--- config.mk ---
export PLATFORM = sky130hd
export DESIGN_NAME = i2c_cmd_sequencer_flat
export DESIGN_NICKNAME = d
export VERILOG_FILES = /design/src/rtl/i2c_cmd_sequencer_if.sv /design/src/rtl/i2c_cmd_sequencer.sv /design/src/flat_wrapper.sv
export SDC_FILE = /design/constraint.sdc
export NUM_CORES = 1
export LEC_CHECK = 0
export ABC_AREA = 1
export BUFFER_PORTS_ARGS = -buffer_cell sky130_fd_sc_hd__buf_2
export CAP_MARGIN = 0
export CORE_MARGIN = 2
export CORE_UTILIZATION = 55
export CTS_CLUSTER_SIZE = 25
export DETAILED_ROUTE_END_ITERATION = 10
export PLACE_DENSITY = 0.77
export REMOVE_ABC_BUFFERS = 1
export SETUP_SLACK_MARGIN = 0.02
export SKIP_LAST_GASP = 1
export SLEW_MARGIN = 15
export SYNTH_ARGS = -nofsm -noshare
export SYNTH_HDL_FRONTEND = slang
export SYNTH_SLANG_ARGS = --single-unit
--- constraint.sdc ---
create_clock -name clk -period 3.7 [get_ports clk]
set_clock_uncertainty 0.2 [all_clocks]
set_input_delay 0.74 -clock clk [delete_from_list [all_inputs] [get_ports clk]]
set_output_delay 0.74 -clock clk [all_outputs]
set_load 0.02 [all_outputs]
--- src/rtl/i2c_cmd_sequencer_if.sv ---
// Host command channel and I2C-master control channel for the command sequencer.
// "master" is the sequencer's view; "slave" is the host/I2C-master side.
interface i2c_cmd_sequencer_if;
    logic       cmd_valid;
    logic       cmd_ready;
    logic [7:0] cmd_addr;
    logic [7:0] cmd_data;
    logic       m_start;
    logic [7:0] m_slave_addr;
    logic [7:0] m_data_in;
    logic       m_done;
    logic       m_nack;

    modport master (
        input  cmd_valid, cmd_addr, cmd_data, m_done, m_nack,
        output cmd_ready, m_start, m_slave_addr, m_data_in
    );

    modport slave (
        output cmd_valid, cmd_addr, cmd_data, m_done, m_nack,
        input  cmd_ready, m_start, m_slave_addr, m_data_in
    );
endinterface

--- src/rtl/i2c_cmd_sequencer.sv ---
// Write-command queue in front of an I2C master: buffers (addr, data) pairs and issues
// them one at a time, retrying NACKs, aborting on timeout and counting both outcomes.
module i2c_cmd_sequencer #(
    parameter int DEPTH     = 4,
    parameter int TIMEOUT   = 1024,
    parameter int MAX_RETRY = 2
) (
    input  logic                   clk,
    input  logic                   reset,
    i2c_cmd_sequencer_if.master    bus,
    output logic                   busy,
    output logic [$clog2(DEPTH):0] fifo_count,
    output logic [7:0]             nack_drops,
    output logic [7:0]             timeouts
);
    localparam int AW = $clog2(DEPTH);
    localparam int CW = AW + 1;
    localparam int TW = $clog2(TIMEOUT);

    typedef enum logic [1:0] {IDLE, ISSUE, WAIT, RETIRE} state_t;

    state_t        state_q, state_d;
    logic [AW-1:0] wr_ptr_q, wr_ptr_d;
    logic [AW-1:0] rd_ptr_q, rd_ptr_d;
    logic [CW-1:0] count_q, count_d;
    logic [7:0]    addr_q, addr_d;
    logic [7:0]    data_q, data_d;
    logic [TW-1:0] timer_q, timer_d;
    logic [2:0]    retry_q, retry_d;
    logic [7:0]    drops_q, drops_d;
    logic [7:0]    touts_q, touts_d;
    logic [15:0]   fifo_mem [DEPTH];
    logic          ready;
    logic          push;
    logic          pop;

    function automatic logic [7:0] sat_inc(input logic [7:0] v);
        return (v == 8'hFF) ? v : v + 8'd1;
    endfunction

    assign ready = (count_q < CW'(DEPTH));

    always_comb begin
        push     = bus.cmd_valid && ready;
        pop      = (state_q == IDLE) && (count_q != '0);
        wr_ptr_d = push ? wr_ptr_q + 1'b1 : wr_ptr_q;
        rd_ptr_d = pop  ? rd_ptr_q + 1'b1 : rd_ptr_q;
        case ({push, pop})
            2'b10:   count_d = count_q + 1'b1;
            2'b01:   count_d = count_q - 1'b1;
            default: count_d = count_q;
        endcase
    end

    always_comb begin
        state_d = state_q;
        addr_d  = addr_q;
        data_d  = data_q;
        timer_d = timer_q;
        retry_d = retry_q;
        drops_d = drops_q;
        touts_d = touts_q;
        case (state_q)
            IDLE: begin
                if (pop) begin
                    {addr_d, data_d} = fifo_mem[rd_ptr_q];
                    retry_d          = '0;
                    state_d          = ISSUE;
                end
            end
            ISSUE: begin
                timer_d = '0;
                state_d = WAIT;
            end
            WAIT: begin
                timer_d = timer_q + 1'b1;
                // A completion on the expiry cycle takes priority over the timeout.
                if (bus.m_done) begin
                    if (!bus.m_nack) begin
                        state_d = RETIRE;
                    end else if (retry_q < 3'(MAX_RETRY)) begin
                        retry_d = retry_q + 1'b1;
                        state_d = ISSUE;
                    end else begin
                        drops_d = sat_inc(drops_q);
                        state_d = RETIRE;
                    end
                end else if (timer_q == TW'(TIMEOUT - 1)) begin
                    touts_d = sat_inc(touts_q);
                    state_d = RETIRE;
                end
            end
            RETIRE:  state_d = IDLE;
            default: state_d = IDLE;
        endcase
    end

    always_ff @(posedge clk or posedge reset) begin
        if (reset) begin
            state_q  <= IDLE;
            wr_ptr_q <= '0;
            rd_ptr_q <= '0;
            count_q  <= '0;
            addr_q   <= '0;
            data_q   <= '0;
            timer_q  <= '0;
            retry_q  <= '0;
            drops_q  <= '0;
            touts_q  <= '0;
        end else begin
            state_q  <= state_d;
            wr_ptr_q <= wr_ptr_d;
            rd_ptr_q <= rd_ptr_d;
            count_q  <= count_d;
            addr_q   <= addr_d;
            data_q   <= data_d;
            timer_q  <= timer_d;
            retry_q  <= retry_d;
            drops_q  <= drops_d;
            touts_q  <= touts_d;
        end
    end

    // Storage needs no reset: entries are only read after being written.
    always_ff @(posedge clk) begin
        if (push) begin
            fifo_mem[wr_ptr_q] <= {bus.cmd_addr, bus.cmd_data};
        end
    end

    assign bus.cmd_ready    = ready;
    assign bus.m_start      = (state_q == ISSUE);
    assign bus.m_slave_addr = addr_q;
    assign bus.m_data_in    = data_q;
    assign busy             = (state_q != IDLE) || (count_q != '0);
    assign fifo_count       = count_q;
    assign nack_drops       = drops_q;
    assign timeouts         = touts_q;
endmodule

--- src/flat_wrapper.sv ---
// flat-port wrapper written by rule: the top's interface ports become plain ports
module i2c_cmd_sequencer_flat 
#(
    parameter int DEPTH     = 4,
    parameter int TIMEOUT   = 1024,
    parameter int MAX_RETRY = 2
)
  (clk, reset, busy, fifo_count, nack_drops, timeouts, bus_cmd_valid, bus_cmd_addr, bus_cmd_data, bus_m_done, bus_m_nack, bus_cmd_ready, bus_m_start, bus_m_slave_addr, bus_m_data_in);
  i2c_cmd_sequencer_if bus_i ();
  input  logic clk;
  input  logic reset;
  output logic busy;
  output logic [$clog2(DEPTH):0] fifo_count;
  output logic [7:0] nack_drops;
  output logic [7:0] timeouts;
  input wire logic [$bits(bus_i.cmd_valid)-1:0] bus_cmd_valid;
  input wire logic [$bits(bus_i.cmd_addr)-1:0] bus_cmd_addr;
  input wire logic [$bits(bus_i.cmd_data)-1:0] bus_cmd_data;
  input wire logic [$bits(bus_i.m_done)-1:0] bus_m_done;
  input wire logic [$bits(bus_i.m_nack)-1:0] bus_m_nack;
  output wire logic [$bits(bus_i.cmd_ready)-1:0] bus_cmd_ready;
  output wire logic [$bits(bus_i.m_start)-1:0] bus_m_start;
  output wire logic [$bits(bus_i.m_slave_addr)-1:0] bus_m_slave_addr;
  output wire logic [$bits(bus_i.m_data_in)-1:0] bus_m_data_in;
  assign bus_i.cmd_valid = bus_cmd_valid;
  assign bus_i.cmd_addr = bus_cmd_addr;
  assign bus_i.cmd_data = bus_cmd_data;
  assign bus_i.m_done = bus_m_done;
  assign bus_i.m_nack = bus_m_nack;
  assign bus_cmd_ready = bus_i.cmd_ready;
  assign bus_m_start = bus_i.m_start;
  assign bus_m_slave_addr = bus_i.m_slave_addr;
  assign bus_m_data_in = bus_i.m_data_in;
  i2c_cmd_sequencer #(.DEPTH(DEPTH), .TIMEOUT(TIMEOUT), .MAX_RETRY(MAX_RETRY)) u_core (.clk(clk), .reset(reset), .bus(bus_i), .busy(busy), .fifo_count(fifo_count), .nack_drops(nack_drops), .timeouts(timeouts));
endmodule
# Word-level counts from Yosys, hierarchy flattened

Memory sizes are Yosys's and may differ from the RTL's. A register that Yosys moved wholly into a read port is not among the register bits.
Index checks and enable logic that the tools add are counted.
Widths: inputs -> output; s select.

Bits in registers: 38
RAM bits: 64
Input bits: 21
Output and inout port bits: 38
Logic and storage cells: 65
Memories: 1

Memory list:

| name            | depth | bits a word | rd ports | clocked after memory_dff | write ports | line                    | source |
|---|---|---|---|---|---|---|---|
| u_core.fifo_mem | 4     | 16          | 1        | 1                        | 1           | i2c_cmd_sequencer.sv:32 | `logic [15:0] fifo_mem [DEPTH];` |

$add $sub $neg: 8
$lt $le $gt $ge: 2
Equal/unequal tests: 13
Mux-type cells: 15
Bitwise gates (word level): 4
Reduce and logical (&&, ||, !) cells: 14

Operators with widths:

| kind                  | count |
|---|---|
| $pmux 10 s2           | 1 |
| $add 8x1->8 const B   | 2 |
| $eq 8x8->1 const B    | 2 |
| $mux 3                | 4 |
| $pmux 3 s2            | 2 |
| $add 10x1->10 const B | 1 |
| $eq 10x10->1 const B  | 1 |
| $mux 2                | 5 |
| $reduce_and 5->1      | 2 |
| $pmux 2 s4            | 1 |
| $reduce_bool 2->1     | 4 |
| $add 3x1->3 const B   | 2 |
| $eq 2x2->1 const B    | 3 |
| $add 2x1->2 const B   | 2 |
| $eq 2x1->1 const B    | 2 |
| $ne 2x1->1 const B    | 2 |
| $ne 2x2->1 const B    | 2 |
| $not 1->1             | 4 |
| $reduce_and 2->1      | 2 |
| $reduce_and 4->1      | 1 |
| $lt 3x2->1 const B    | 1 |
| $lt 3x3->1 const B    | 1 |
| $ne 3x2->1 const B    | 1 |
| $reduce_bool 3->1     | 1 |
| other kinds (5)       | 7 |

# Longest topological paths before layout

Gate-level depths: netlist of run 1.

Word-level depth: 5
Gate-level depth with buffers: 11
Mapped depth without buffers: 10

# Worst setup path after synthesis of run 1

Ideal clock, no wire load.

Kind: flip-flop to flip-flop
Start point: register u_core.count_q[2] (netlist: u_core.fifo_count[2])
End point: register u_core.count_q[2] (netlist: u_core.fifo_count[2])
Library setup time: 0.131 ns
Arrival time: 1.959 ns
Required time: 3.369 ns
Slack: 1.410 ns
Stages on the path, launching flop included: 12
Buffers on the path: 1
Period minus slack after synthesis: 2.290 ns
Cell sequence: dfrtp_1 -> inv_2 -> nand3_1 -> nand2_2 -> inv_4 -> buf_6 -> ha_1 -> inv_1 -> fa_1 -> a21oi_1 -> o21ai_0 -> xor2_1

Cells in the longest elaborated chain, start to end: 4
Elaborated cells on any way between the ends: 10
Those cells by class: 2 x add/sub; 1 x order compare; 2 x eq/ne; 1 x mux; 4 x reduce/logical

RTL lines:

| element                                         | line                     | source |
|---|---|---|
| from (decl)                                     | i2c_cmd_sequencer.sv:25  | `logic [CW-1:0] count_q, count_d;` |
| from (signal assigned)                          | i2c_cmd_sequencer.sv:114 | `count_q <= count_d;` |
| $lt 3x3->1 (*)                                  | i2c_cmd_sequencer.sv:41  | `assign ready = (count_q < CW'(DEPTH));` |
| named net bus_cmd_ready                         | flat_wrapper.sv:21       | `output wire logic [$bits(bus_i.cmd_ready)-1:0] bus_cmd_ready;` |
| $logic_and 1x1->1 (*)                           | i2c_cmd_sequencer.sv:44  | `push = bus.cmd_valid && ready;` |
| $eq 2x1->1 or $eq 2x2->1 (tied branches)        | i2c_cmd_sequencer.sv:48  | `case ({push, pop})` |
| $pmux 3 s2 or $reduce_bool 2->1 (tied branches) | n/a                      |  |

The timed path passes the listed nets; every way through them passes the cells marked *.
A chain may end at the register's enable or synchronous reset.

# Worst setup path after layout of run 1

Start point: register u_core.state_q[1]
End point: register u_core.count_q[2] (netlist: u_core.fifo_count[2])

Cells in the longest elaborated chain, start to end: 4
Elaborated cells on any way between the ends: 6
Those cells by class: 2 x eq/ne; 1 x mux; 3 x reduce/logical

RTL lines:

| element                                         | line                     | source |
|---|---|---|
| from (decl)                                     | i2c_cmd_sequencer.sv:22  | `state_t state_q, state_d;` |
| from (signal assigned)                          | i2c_cmd_sequencer.sv:111 | `state_q <= state_d;` |
| $logic_not 2->1 (*)                             | i2c_cmd_sequencer.sv:45  | `pop = (state_q == IDLE) && (count_q != '0);` |
| $logic_and 1x1->1 (*)                           | i2c_cmd_sequencer.sv:45  |  |
| $eq 2x1->1 or $eq 2x2->1 (tied branches)        | i2c_cmd_sequencer.sv:48  |  |
| $pmux 3 s2 or $reduce_bool 2->1 (tied branches) | n/a                      |  |

Every way passes the cells marked *; elsewhere a longest branch is shown, timed or not.

==> results.json, run 1 <==
{
  "arrival_ns": 2.88,
  "critPathKind": "flip-flop to flip-flop",
  "io_pins": 59,
  "clock_sinks": 118,
  "fmaxAchievable_ghz": 0.3705,
  "first_global_vias": 3804,
  "grt_first_pass_wirelength_um": 17170,
  "rsz0062_at_grt": "no",
  "clockRootBuffer": "sky130_fd_sc_hd__clkbuf_8",
  "drt_first_iter_violations": 137,
  "maximum_net_fanout_on_the_critical_path": 18,
  "grt_antenna_before_repair": 0,
  "design.die.area_um2": 10200,
  "filler_cell_count": 671,
  "crit_buf_inv": 3,
  "dr.pass1.iters": 4,
  "cts.hold.buffers_added": 0,
  "p_leak_nw": 2.775,
  "dp_worst_setup_slack_ns": 1.006,
  "route.detailed.vias_per_inst": 5.358,
  "fp.coreArea_um2": 9196,
  "metal2_wl_um": 5432,
  "layout_cell_share_with_drive_strength_beyond_1": 0.1858,
  "site_rows": 35,
  "slew_at_the_pin_closest_to_its_max_slew_limit_ns": 1.031,
  "num_vias": 3767,
  "report.final.hold_viol_count": 0,
  "final_min_period_over_clock_period": 0.7294,
  "max-slew-margin-rel": 0.3124,
  "cp-start-kind": "flip-flop",
  "power_per_standard_cell_area_nw_per_um2": 811.1,
  "synthesis.yosys.warnings": 0,
  "met1Wirelength_um": 4412,
  "hp-class": "input pin to async pin",
  "die_height_um": 101.0,
  "grt_overflow": 0,
  "layout.cells.most_common_list": "sky130_fd_sc_hd__nor2_1 (117), sky130_fd_sc_hd__nand2_1 (81), sky130_fd_sc_hd__edfxtp_1 (64)",
  "final_design_area_no_fill_um2": 6172,
  "total_of_endpoints_with_negative_setup_slack_in_the_final_report": 0,
  "setup.reg_to_reg.worst_slack_ns": 1.00,
  "tritoncts.num_buffers": 17,
  "critical_register_to_register_path_endpoint": "u_core.fifo_count[2]",
  "timing.critical_path.slowest_cell_delay_ns": 0.42,
  "worst_r2r_startpoint": "u_core.state_q[1]",
  "vdd_ir_drop_max_uv": 464.8,
  "diodes_inserted": 0,
  "post_synth_instance_area_um2": 5174,
  "ys_seq_area_frac": 0.6326,
  "grt_util_all_layers": 0.2188,
  "tritoncts": "done",
  "timing.setup.tns_ns": 0,
  "routed.top_layer": "met4",
  "max-clock-path-buffers": 2,
  "crit_chain": "inv_1 -> ha_1 -> nand2_2 -> inv_4 -> ha_1 -> inv_1 -> fa_1 -> a21oi_1 -> o21ai_0 -> xor2_1",
  "critical_path.slowest_cell": "sky130_fd_sc_hd__dfrtp_1",
  "detailed_place_hpwl_um": 6556,
  "synth.avg_cell_area_um2": 10.16,
  "layout.cells.most_common": "sky130_fd_sc_hd__nor2_1",
  "drt-wirelength-per-cell_um": 14.98,
  "chipWidth_um": 101.0,
  "finalWorstSetupSlack_ns": 1.001,
  "initial_utilization": 0.5626,
  "fin_nets": 613,
  "synth_cell_types": 30,
  "synth-seq-cells": 118,
  "critPathCaptureType": "flip-flop",
  "area_after_detailed_placement_um2": 5575,
  "cts_max_level": 4,
  "timing.critical_path.required_ns": 3.88,
  "critical_path.top_delay_family": "adder cells",
  "drc_errors": 0,
  "post_synthesis_to_final_layout_area_growth_pct": 19.30,
  "routed_wirelength_um": 10530,
  "io_buffer_count": 58,
  "globalplace.congestion": 0.7837,
  "met3WireLength_um": 519,
  "min_period_ns": 2.699,
  "status": "finished, final reports clean",
  "clkSlewWorstSetupHoldPaths_ns": 0.06,
  "ant_nets": 0,
  "drv_slew": 0,
  "postSynthCellCount": 509,
  "postCtsResizedCells": 0,
  "grt_max_degree": 35,
  "clkLatencyLatePin_ns": 0.51,
  "worstRegToRegCells": 10,
  "drv.max_cap_violation_count": 0,
  "post-cts-setup-buffers": 0
}
==> synth_stat cells <==
master / instances / area share
sky130_fd_sc_hd__nor2_1: 117 / 0.085
sky130_fd_sc_hd__nand2_1: 81 / 0.059
sky130_fd_sc_hd__edfxtp_1: 64 / 0.37
sky130_fd_sc_hd__dfrtp_1: 54 / 0.26
sky130_fd_sc_hd__o21ai_0: 49 / 0.047
sky130_fd_sc_hd__inv_1: 34 / 0.025
sky130_fd_sc_hd__a21oi_1: 24 / 0.023
sky130_fd_sc_hd__nand3_1: 18 / 0.017
sky130_fd_sc_hd__ha_1: 12 / 0.029
sky130_fd_sc_hd__xnor2_1: 9 / 0.015
sky130_fd_sc_hd__xor2_1: 7 / 0.012
sky130_fd_sc_hd__buf_2: 6 / 0.0058
sky130_fd_sc_hd__nand2_2: 4 / 0.0048
sky130_fd_sc_hd__nand4_1: 4 / 0.0048
sky130_fd_sc_hd__nor2_2: 4 / 0.0048
sky130_fd_sc_hd__buf_4: 3 / 0.0044
sky130_fd_sc_hd__or2_2: 3 / 0.0036
sky130_fd_sc_hd__clkbuf_1: 2 / 0.0015
sky130_fd_sc_hd__inv_2: 2 / 0.0015
sky130_fd_sc_hd__nor3_1: 2 / 0.0019
sky130_fd_sc_hd__buf_1: 1 / 0.00072
sky130_fd_sc_hd__buf_6: 1 / 0.0022
sky130_fd_sc_hd__clkbuf_2: 1 / 0.00097
sky130_fd_sc_hd__fa_1: 1 / 0.0039
sky130_fd_sc_hd__inv_4: 1 / 0.0012
sky130_fd_sc_hd__nand3b_1: 1 / 0.0015
sky130_fd_sc_hd__nand3b_4: 1 / 0.0039
sky130_fd_sc_hd__nor2_4: 1 / 0.0022
sky130_fd_sc_hd__nor2_8: 1 / 0.0039
sky130_fd_sc_hd__nor3b_1: 1 / 0.0015
==> layer usage <==
layer  GRT usage  vias up
met5           0        -
met4     0.07484        0
met3     0.06103       16
met2      0.3892      109
met1      0.2545     1821
li1            -     1821
==> where the power goes <==
| group | leakage (nW) | switching [W] | internal, W | total (W) |
|---|---|---|---|---|
| Combinational | 1.22 | 0.00102 | 0.000474 | 0.00149 |
| Sequential | 1.27 | 0.000186 | 0.00167 | 0.00185 |
| Clock | 0.286 | 0.000553 | 0.00110 | 0.00166 |
| Total | 2.77 | 0.00176 | 0.00325 | 0.00501 |
==> metrics by stage <==
step	std cells	power (W)	hold WS, ns	util
after floorplan	495	0.002862	0.2722	-
after global placement	671	0.003271	0.2854	0.6063
after detailed placement	671	0.003338	0.2816	0.6063
after CTS	703	0.005023	0.1116	0.6712
after global routing	703	0.005289	0.1545	0.6712
final	703	0.005006	0.09795	0.6712
==> kinds of logic after synthesis <==
logic type	Yosys count	share of synthesized area
flip-flops	118	0.6326
AND/OR/NAND/NOR	238	0.1940
buffers and inverters	51	0.04280
XOR/XNOR	16	0.02709
adder cells (fa/ha/maj)	13	0.03289
AO/OA/AOI/OAI	73	0.07062
==> sequential cells by signal (all words and copies together), names as in the netlist <==
register	count
u_core.rd_ptr_q	2
u_core.state_q	2
u_core.fifo_count	3
u_core.timer_q	10
u_core.wr_ptr_q	2
u_core.retry_q	3
u_core.timeouts	8
u_core.bus.m_slave_addr	8
u_core.nack_drops	8
u_core.bus.m_data_in	8
u_core.fifo_mem	64
==> worst max path at each step <==
stage	start	endpoint	slack, ns	depth (start not counted)
after detailed placement	u_core.state_q[1]	u_core.fifo_count[2]	1.01	10
after CTS	u_core.state_q[1]	u_core.fifo_count[2]	1.01	10
after floorplan	u_core.fifo_count[2]	u_core.fifo_count[2]	1.39	10
final	u_core.state_q[1]	u_core.fifo_count[2]	1.00	10
after global routing	u_core.state_q[1]	u_core.fifo_count[2]	0.85	10
after global placement	u_core.state_q[1]	u_core.fifo_count[2]	1.10	10
==> final cells by class <==
cell class | count | area, um2 | share of cell area
Tap cell | 111 | 138.9 | 0.02250
Inverter | 37 | 141.4 | 0.02291
Multi-Input combinational cell | 340 | 1679 | 0.2720
Sequential cell | 118 | 3273 | 0.5303
Clock inverter | 10 | 153.9 | 0.02493
Timing Repair Buffer | 65 | 342.8 | 0.05554
Clock buffer | 22 | 442.9 | 0.07176
No activity file was read; power rests on OpenSTA's default activity.
==> run 2: changes to the inputs <==
--- a/config.mk
+++ b/config.mk
@@ -9,10 +9,10 @@
 export BUFFER_PORTS_ARGS = -buffer_cell sky130_fd_sc_hd__buf_2
 export CAP_MARGIN = 0
 export CORE_MARGIN = 2
-export CORE_UTILIZATION = 55
+export CORE_UTILIZATION = 52
 export CTS_CLUSTER_SIZE = 25
 export DETAILED_ROUTE_END_ITERATION = 10
-export PLACE_DENSITY = 0.77
+export PLACE_DENSITY = 0.76
 export REMOVE_ABC_BUFFERS = 1
 export SETUP_SLACK_MARGIN = 0.02
 export SKIP_LAST_GASP = 1
==> constraint.sdc (replaced) <==
create_clock -name clk -period 2.21 [get_ports clk]
set_clock_uncertainty 0.2 [all_clocks]
set_input_delay 0.442 -clock clk [delete_from_list [all_inputs] [get_ports clk]]
set_output_delay 0.442 -clock clk [all_outputs]
set_load 0.02 [all_outputs]
==> run 2 against run 1 <==
Final cell count rose by 6.5%. Final area rose by 4.0%. Via count rose by 2.3%. Wire length rose by 2.3%. Sequential share of layout area fell by 2.0 points. Global-route usage fell by 0.96 points. Total power rose by 67%. Critical endpoint is now busy. Largest power group unchanged.
==> results.json, run 2 (synthesized netlist as in run 1, its figures left out) <==
{
  "status": "finished, final reports clean",
  "min_period_ns": 2.097,
  "site_rows": 36,
  "diodes_inserted": 0,
  "grt_max_degree": 55,
  "cts_max_level": 4,
  "clkSlewWorstSetupHoldPaths_ns": 0.06,
  "largest_reg_flops": 64,
  "utilization": 0.6597,
  "arrival_ns": 1.45,
  "fin_nets": 637,
  "layout_cell_share_with_drive_strength_beyond_1": 0.2013,
  "clockRootBuffer": "sky130_fd_sc_hd__clkbuf_8",
  "drc_errors": 0,
  "die_height_um": 103.7,
  "grt_first_pass_wirelength_um": 17790,
  "max-clock-path-buffers": 2,
  "drv.max_cap_violation_count": 0,
  "layout_top_registers": "u_core.fifo_mem: 64 flops, u_core.timer_q: 10 flops",
  "clkLatencyLatePin_ns": 0.52,
  "total_of_endpoints_with_negative_setup_slack_in_the_final_report": 0,
  "io_pins": 59,
  "grt_antenna_before_repair": 0,
  "route.detailed.vias_per_inst": 5.147,
  "layout.cells.most_common_list": "sky130_fd_sc_hd__nor2_1 (117), sky130_fd_sc_hd__nand2_1 (81), sky130_fd_sc_hd__edfxtp_1 (64)",
  "grt_overflow": 0,
  "chipWidth_um": 103.7,
  "hp-class": "input pin to flip-flop",
  "drv_slew": 0,
  "cp-start-kind": "flip-flop",
  "io_buffer_count": 58,
  "regMostFlops": "u_core.fifo_mem",
  "tritoncts.num_buffers": 17,
  "rsz0062_at_grt": "no",
  "max-slew-margin-rel": 0.6374,
  "globalplace.congestion": 0.8374,
  "tritoncts": "done",
  "timing.critical_path.required_ns": 1.57,
  "clock_sinks": 118,
  "report.final.hold_viol_count": 0,
  "layout.cells.most_common": "sky130_fd_sc_hd__nor2_1",
  "placed_cells": 697,
  "routed_wirelength_um": 10770,
  "critPathCaptureType": "output pin",
  "fp.coreArea_um2": 9729,
  "first_global_vias": 3834,
  "ant_nets": 0,
  "post_synthesis_to_final_layout_area_growth_pct": 24.06,
  "slew_at_the_pin_closest_to_its_max_slew_limit_ns": 0.5431,
  "drt_first_iter_violations": 236,
  "layout.area.seq_um2": 3273,
  "detailed_place_hpwl_um": 6438,
  "maximum_net_fanout_on_the_critical_path": 4,
  "initial_utilization": 0.5318,
  "vdd_ir_drop_max_uv": 714.4,
  "final_min_period_over_clock_period": 0.9488,
  "fmaxAchievable_ghz": 0.4769,
  "grt_util_all_layers": 0.2092,
  "num_vias": 3855,
  "dr.pass1.iters": 5,
  "drt-wirelength-per-cell_um": 14.38,
  "multiInputGateArea_um2": 1692,
  "power_per_standard_cell_area_nw_per_um2": 1301,
  "critPathKind": "flip-flop to output pin",
  "instances_no_fill": 749,
  "filler_cell_count": 718,
  "p_leak_nw": 2.857,
  "design.die.area_um2": 10760
}
[run 2: per-layer routing]
layer,vias up,part of all wire,GRT usage
li1,1861,-,-
met1,1841,0.40,0.2548
met2,135,0.51,0.3557
met3,18,0.063,0.04720
met4,0,0.018,0.09749
met5,-,0,0
[run 2: worst paths after layout]
check | from | endpoint | slack, ns | depth (start not counted)
min | bus_cmd_valid | u_core.wr_ptr_q[0] | 0.15 | 4
max reg2reg | u_core.state_q[0] | u_core.fifo_count[2] | 0.12 | 10
max in group asynchronous | reset | u_core.bus.m_slave_addr[1] | 1.22 | 4
min reg2reg | u_core.fifo_count[0] | u_core.fifo_count[0] | 0.30 | 1
max | u_core.state_q[0] | busy | 0.11 | 4
min in group asynchronous | reset | u_core.timeouts[2] | 0.33 | 4
[run 2: metrics by stage]
| step | setup TNS, ns | power, W | cell area [um2] | setup slack (ns) | hold slack (ns) |
|---|---|---|---|---|---|
| 3_5_place_dp | 0 | 0.005672 | 5645 | 0.01865 | 0.2949 |
| 3_3_place_gp | 0 | 0.005552 | 5645 | 0.1137 | 0.2828 |
| 5_1_grt | 0 | 0.008865 | 6419 | 0.03625 | 0.1719 |
| 2_1_floorplan | -0.1039 | 0.004792 | 5094 | -0.1039 | 0.2722 |
| 6_report | 0 | 0.008352 | 6419 | 0.1131 | 0.1516 |
| 4_1_cts | 0 | 0.008363 | 6404 | 0.04020 | 0.1442 |
[run 2: power breakdown]
part           internal (W)  switching, W  total, W
registers           0.00279      0.000225   0.00302
logic              0.000923       0.00182   0.00274
clock network       0.00160      0.000990   0.00259
[run 2: area by class of cell]
type,count,share of cell area
sequential,118,0.5099
inverter,37,0.02203
clock buffer,17,0.06452
timing repair buffer,89,0.09006
tap,133,0.02593
clock inverter,15,0.02398
multi-input combinational,340,0.2635
[run 2: worst max-delay path: stages, from the launching register on]
cell,delay [ns]
sky130_fd_sc_hd__dfrtp_1,0.41
sky130_fd_sc_hd__inv_2,0.10
sky130_fd_sc_hd__ha_4,0.15
sky130_fd_sc_hd__nand4_1,0.09
sky130_fd_sc_hd__buf_2,0.18
[run 2: what timing repair did]
item / in CTS / in global routing
buffers inserted: 1 / 2
endpoints found under the setup margin: 2 / 2
hold buffers: 17 / 0
cloned: 0 / 0
hold endpoints to repair: 118 / 0
pin swaps: 1 / 0
resized for setup: 2 / 3
